File: src/rtl/irq_prio_ctrl.sv
// irq_prio_ctrl: edge-triggered interrupt controller with mask and one-at-a-time presentation.
// Define IRQ_RR_EN for round-robin arbitration; otherwise the lowest-index channel wins.
module irq_prio_ctrl #(
    parameter int NUM_CH = 9,
    parameter int ID_W   = $clog2(NUM_CH)
) (
    input  logic              clk,
    input  logic              rst_n,
    input  logic [NUM_CH-1:0] irq_req,
    input  logic              mask_we,
    input  logic [NUM_CH-1:0] mask_wdata,
    input  logic              irq_ack,
    output logic              irq_valid,
    output logic [ID_W-1:0]   irq_id,
    output logic              irq_any,
    output logic [NUM_CH-1:0] pending,
    output logic [NUM_CH-1:0] mask
);
    typedef enum logic {IDLE, PRESENT} state_t;

    state_t            state_q, state_d;
    logic              irq_valid_q, irq_valid_d;
    logic [ID_W-1:0]   irq_id_q, irq_id_d;
    logic              irq_any_q, irq_any_d;
    logic [NUM_CH-1:0] pending_q, pending_d;
    logic [NUM_CH-1:0] mask_q, mask_d;
    logic [NUM_CH-1:0] req_prev_q;
    logic [NUM_CH-1:0] rise, eligible, clr;
    logic [ID_W-1:0]   win;
    logic              found;
    int                idx;
`ifdef IRQ_RR_EN
    logic [ID_W-1:0]   rr_ptr_q, rr_ptr_d;
`endif

    assign rise     = irq_req & ~req_prev_q;
    assign eligible = pending_q & ~mask_q;

    // Pick the first eligible channel, scanning upward from the search start and wrapping.
    always_comb begin
        win   = '0;
        found = 1'b0;
        idx   = 0;
        for (int k = 0; k < NUM_CH; k++) begin
`ifdef IRQ_RR_EN
            idx = (int'(rr_ptr_q) + k) % NUM_CH;
`else
            idx = k;
`endif
            if (!found && eligible[idx]) begin
                found = 1'b1;
                win   = ID_W'(idx);
            end
        end
    end

    // Next-state: present a winner from IDLE, retire it on ack; a coinciding new edge keeps it pending.
    always_comb begin
        state_d     = state_q;
        irq_valid_d = irq_valid_q;
        irq_id_d    = irq_id_q;
        clr         = '0;
`ifdef IRQ_RR_EN
        rr_ptr_d    = rr_ptr_q;
`endif
        if (state_q == IDLE) begin
            if (found) begin
                state_d     = PRESENT;
                irq_valid_d = 1'b1;
                irq_id_d    = win;
            end
        end else if (irq_ack) begin
            state_d     = IDLE;
            irq_valid_d = 1'b0;
            clr         = {{(NUM_CH-1){1'b0}}, 1'b1} << irq_id_q;
`ifdef IRQ_RR_EN
            rr_ptr_d    = (int'(irq_id_q) == NUM_CH - 1) ? '0 : irq_id_q + 1'b1;
`endif
        end
        pending_d = (pending_q & ~clr) | rise;
        mask_d    = mask_we ? mask_wdata : mask_q;
        irq_any_d = |(pending_d & ~mask_d);
    end

    // All state, including the registered outputs, with asynchronous clear.
    always_ff @(posedge clk or negedge rst_n) begin
        if (!rst_n) begin
            state_q     <= IDLE;
            irq_valid_q <= 1'b0;
            irq_id_q    <= '0;
            irq_any_q   <= 1'b0;
            pending_q   <= '0;
            mask_q      <= '0;
            req_prev_q  <= '0;
`ifdef IRQ_RR_EN
            rr_ptr_q    <= '0;
`endif
        end else begin
            state_q     <= state_d;
            irq_valid_q <= irq_valid_d;
            irq_id_q    <= irq_id_d;
            irq_any_q   <= irq_any_d;
            pending_q   <= pending_d;
            mask_q      <= mask_d;
            req_prev_q  <= irq_req;
`ifdef IRQ_RR_EN
            rr_ptr_q    <= rr_ptr_d;
`endif
        end
    end

    assign irq_valid = irq_valid_q;
    assign irq_id    = irq_id_q;
    assign irq_any   = irq_any_q;
    assign pending   = pending_q;
    assign mask      = mask_q;
endmodule
File: config.mk
export PLATFORM = sky130hd
export DESIGN_NAME = irq_prio_ctrl
export DESIGN_NICKNAME = d
export VERILOG_FILES = /design/src/rtl/irq_prio_ctrl.sv
export SDC_FILE = /design/constraint.sdc
export NUM_CORES = 1
export LEC_CHECK = 0
export CAP_MARGIN = 5
export CORE_ASPECT_RATIO = 0.9
export CORE_MARGIN = 10
export CORE_UTILIZATION = 37
export CTS_BUF_LIST = sky130_fd_sc_hd__clkbuf_8
export DETAILED_ROUTE_END_ITERATION = 16
export GPL_ROUTABILITY_DRIVEN = 0
export PLACE_DENSITY = 0.66
export SLEW_MARGIN = 20
export SYNTH_ARGS = -nofsm -noshare
export SYNTH_HDL_FRONTEND = slang
export SYNTH_SLANG_ARGS = --single-unit
export TNS_END_PERCENT = 1
File: constraint.sdc
create_clock -name clk -period 3.45 [get_ports clk]
set_input_delay 0.69 -clock clk [delete_from_list [all_inputs] [get_ports clk]]
set_output_delay 0.69 -clock clk [all_outputs]
set_load 0.02 [all_outputs]
## After elaboration in Yosys (flattened, before gate mapping)

Cells that the tools add are included.

- Flip-flop bits (word level): 34
- Input port bits: 22
- Output and inout bits: 24
- Logic and storage cells: 65

- Equality and inequality tests: 1
- Shift operators: 1
- Muxes and demuxes: 26
- Bitwise gates (word level): 10
- Reduce and logical (&&, ||, !) cells: 20

Operator list:

| cell | count |
|---|---|
| AND 9 bit | 4 |
| NOT 9 bit | 4 |
| two-way mux 9 bit | 3 |
| two-way mux 4 bit | 6 |
| two-way mux 1 bit | 16 |
| OR 9 bit | 1 |
| OR reduction 9 bit | 1 |
| left shift 1 x 4 -> 9 bit, first input constant | 1 |
| logical AND 1 bit | 8 |
| logical NOT 1 bit | 8 |
| AND reduction 2 bit | 2 |
| two-way mux 2 bit | 1 |
| inequality test 2 bit, second input constant | 1 |
| nonzero test 2 bit | 1 |
| NOT 1 bit | 1 |

## Depth between registers and ports, before layout

- Depth in word-level cells: 29
- Depth in mapped cells: 6
- Mapped depth without buffers: 5

## Least setup slack after synthesis

No wires, ideal clock.

- Kind: input to register
- Start point: input mask_we
- End point: register irq_any_q, in the netlist irq_any
- Setup time: 69 ps
- Arrival: 1,701 ps
- Required time: 3,381 ps
- Setup slack: 1,680 ps
- Stages: 5
- Path buffers: 1
- Path through: buf_2 -> mux2_2 -> o32ai_1 -> a2111oi_2 -> nand3_1

- Word-level cells in the longest chain between the ends: 4

RTL lines:

| what | line | RTL |
|---|---|---|
| start, declared | 10 | `input logic mask_we,` |
| two-way mux 9 bit | 81 | `mask_d = mask_we ? mask_wdata : mask_q;` |
| via mask_d[4] | 26 | `logic [NUM_CH-1:0] mask_q, mask_d;` |
| NOT 9 bit | 82 | `irq_any_d = \|(pending_d & ~mask_d);` |
| AND 9 bit | 82 |  |
| OR reduction 9 bit | 82 |  |
| via irq_any_d | 24 | `logic irq_any_q, irq_any_d;` |
| end signal, assigned | 102 | `irq_any_q <= irq_any_d;` |
| end, declared | 24 |  |

The timed path passes the listed nets, and every way through them passes these cells.
A chain may end at the register's enable or synchronous reset.

## Worst setup path after layout

Same ends and word-level chain as after synthesis.

==> impl_metrics.py <==
metrics = {
    "synthesis": {
        "synth_area_leader_cell": "dfrtp_1",
        "ys_ff_latch": 34,
        "synth_area_per_cell_um2": 10.7,
        "netlist_area_um2": 1510,
        "yosysWarnings": 0,
        "synth.top_cell.area_share_pct": 56.2,
        "synthesis.instances": 141,
        "ys_seq_area_share_pct": 56.2,
        "synth_edf_count": 0,
        "synthFlopType": "dfrtp_1",
        "ys_types": 33,
        "synthArstFlopShare_pct": 100,
        "synth_nets": 163,
        "netlist_top_cells_area": "dfrtp_1, nor2b_1, mux2_2",
    },
    "sta": {
        "finalCriticalPeriod_ns": 2.14,
        "slew_headroom_pct": 53.8,
        "post-route-period-util_pct": 62.1,
        "skew_ns": 0.00514,
        "rsz0062_at_grt": "false",
        "fin_tns_setup_ns": 0,
        "worst_pin_slew_ns": 0.684,
        "slew_viol_final": 0,
        "final-setup-viol-count": 0,
        "timing.fmax_mhz": 467,
        "hold_viol": 0,
        "worst_hold_slack_ns": 0.486,
    },
    "power_and_ir_drop": {
        "ir_worst_vdd_v": 0.000331,
        "p_leak_nw": 0.849,
        "powerDensity_nw_per_um2": 668,
    },
    "setup_path": {
        "arrival_ns": 2.37,
        "crit_path_max_fanout": 10,
        "reg2reg_to": "irq_any$_DFF_PN0_",
        "worst_setup_path_end_kind": "flop",
        "reg2regPathDepth": 4,
        "cp_cell_sequence": "clkdlybuf4s50_1, mux2_2, o32ai_1, a2111oi_2, nand3_1",
        "crit_required_ns": 3.68,
        "r2r_slack_ns": 1.46,
        "cpPeakStageDelay_ns": 0.74,
        "path_buf_inv": 1,
        "critPathKind": "in -> reg",
        "critPathSlowestCell": "clkdlybuf4s50_1",
        "setup.worst_path.start_class": "input pin",
        "rr_startpoint": "state_q$_DFF_PN0_",
        "crit_family": "buffers and inverters",
    },
    "routing": {
        "drcViolationCount": 0,
        "ant_nets": 0,
        "wl_um": 3950,
        "vias": 1247,
        "drt_first_pass_iters": 4,
        "viasPerCell": 5.22,
        "post_drt_wl_per_cell_um": 16.5,
        "drtIter0Drc": 51,
    },
    "floorplanning": {
        "start_util_pct": 39.5,
        "die-width_um": 87.4,
        "io_pins": 46,
        "die_y_um": 80.7,
        "die_area_um2": 7050,
        "core-area_um2": 3840,
        "rows": 21,
    },
    "finish": {
        "final_core_util_pct": 55.1,
        "design_area_um2": 2110,
        "final_cells": 239,
        "seq_area_um2": 851,
        "nets": 214,
        "drive_gt1_share_pct": 10.4,
        "n_fill_cell": 332,
        "multiInputGateArea_um2": 632,
        "diodes": 0,
        "syn2layout_area_growth_pct": 39.5,
    },
    "status": {
        "status": "finished, final reports clean",
    },
    "global_routing": {
        "grt_pass1_vias": 1317,
        "grt_overflow": 0,
        "antenna_found_initial": 0,
        "grt_pass1_wl_um": 6490,
        "grt_max_degree": 35,
        "grt.total_usage_pct": 11.8,
    },
    "hold_path": {
        "hold_depth": 1,
        "hp-class": "reg -> reg",
        "worstHoldStart": "req_prev_q[7]$_DFF_PN0_",
        "holdPathEnd": "pending[7]$_DFF_PN0_",
    },
    "job": {
        "drv_cap": 0,
    },
    "place": {
        "postPlaceCellArea_um2": 2020,
        "dp_hpwl_um": 3120,
        "dp.cells": 231,
        "portBuffers": 45,
    },
    "clock_network": {
        "cts_made_buffers": 5,
        "cts_root_buf": "clkbuf_8",
        "cts_tree": "done",
        "hold_buffers": 0,
        "clk_pin_slew_worst_paths_ns": 0.07,
        "insertion_delay_ns": 0.29,
        "clockBufferDepth": 2,
        "htreeDepth": 2,
        "cts_setup_buffers": 0,
        "cts_resized": 0,
        "cts_sinks": 34,
    },
}
report_power, final:
part / total, W / internal [W] / switching [W]
Clock: 0.000299 / 0.000158 / 0.000141
Sequential: 0.000568 / 0.000476 / 0.0000913
Combinational: 0.000544 / 0.000256 / 0.000288
Total: 0.00141 / 0.000890 / 0.000520
through the flow:
stage / setup slack (ns) / power [W]
2_1_floorplan: 1.68 / 0.000874
3_3_place_gp: 1.03 / 0.00111
3_5_place_dp: 1.01 / 0.00112
4_1_cts: 1.31 / 0.00142
5_1_grt: 1.17 / 0.00149
6_report: 1.31 / 0.00141
logic make-up (layout without fill, tap and decap cells):
logic type             after synthesis  in the layout  share of synthesized area, %
multiplexers                         8              8                          5.87
AND/OR/NAND/NOR                     58             58                          22.1
buffers and inverters                8             60                          2.07
flip-flops                          34             34                          56.2
AO/OA/AOI/OAI                       33             33                          13.7
cells in the mapped netlist (2+ instances only):
library cell	number
a21o_1	2
a21oi_1	12
dfrtp_1	34
inv_1	6
mux2_2	7
nand2_1	11
nand2b_1	7
nand3_1	2
nor2_1	13
nor2b_1	14
nor3_1	2
o21ai_0	7
o21ai_1	3
o32ai_1	2
worst max-delay path by stage:
stage	from	endpoint	slack [ns]	depth (start not counted)
floorplan	mask_we	irq_any$_DFF_PN0_	1.68	5
global placement	mask_we	irq_any$_DFF_PN0_	1.03	5
detailed placement	mask_we	irq_any$_DFF_PN0_	1.01	5
CTS	mask_we	irq_any$_DFF_PN0_	1.31	5
global route	irq_ack	irq_any$_DFF_PN0_	1.17	6
finish	mask_we	irq_any$_DFF_PN0_	1.31	5
layout by cell type, fill, tap and decap left out, types with 2 or more instances in the layout:
cell type | netlist | routed
a21o_1 | 2 | 2
a21oi_1 | 12 | 12
clkbuf_8 | 0 | 6
clkdlybuf4s50_1 | 0 | 45
dfrtp_1 | 34 | 34
inv_1 | 6 | 7
mux2_2 | 7 | 7
nand2_1 | 11 | 11
nand2b_1 | 7 | 7
nand3_1 | 2 | 2
nor2_1 | 13 | 13
nor2b_1 | 14 | 14
nor3_1 | 2 | 2
o21ai_0 | 7 | 7
o21ai_1 | 3 | 3
o32ai_1 | 2 | 2
flip-flops by register name (all words and copies together), names as in the netlist:
| register | count |
|---|---|
| irq_any | 1 |
| pending | 9 |
| irq_id | 4 |
| mask | 9 |
| state_q | 1 |
| irq_valid | 1 |
| req_prev_q | 9 |
metal layers:
layer	part of all wire (%)	routed length, um	track usage (%)
met5	0	0	0
met4	1.7	69	4.14
met3	7.3	287	5.55
met2	48	1880	18.2
met1	43	1720	13.9
final cells by class:
type	instances	share of cell area, %
Tap cell	46	2.73
Timing Repair Buffer	46	21.7
Inverter	6	1.07
Clock buffer	6	3.91
Sequential cell	34	40.3
Clock inverter	2	0.415
Multi-Input combinational cell	99	29.9
(Power assumes the default switching activity.)
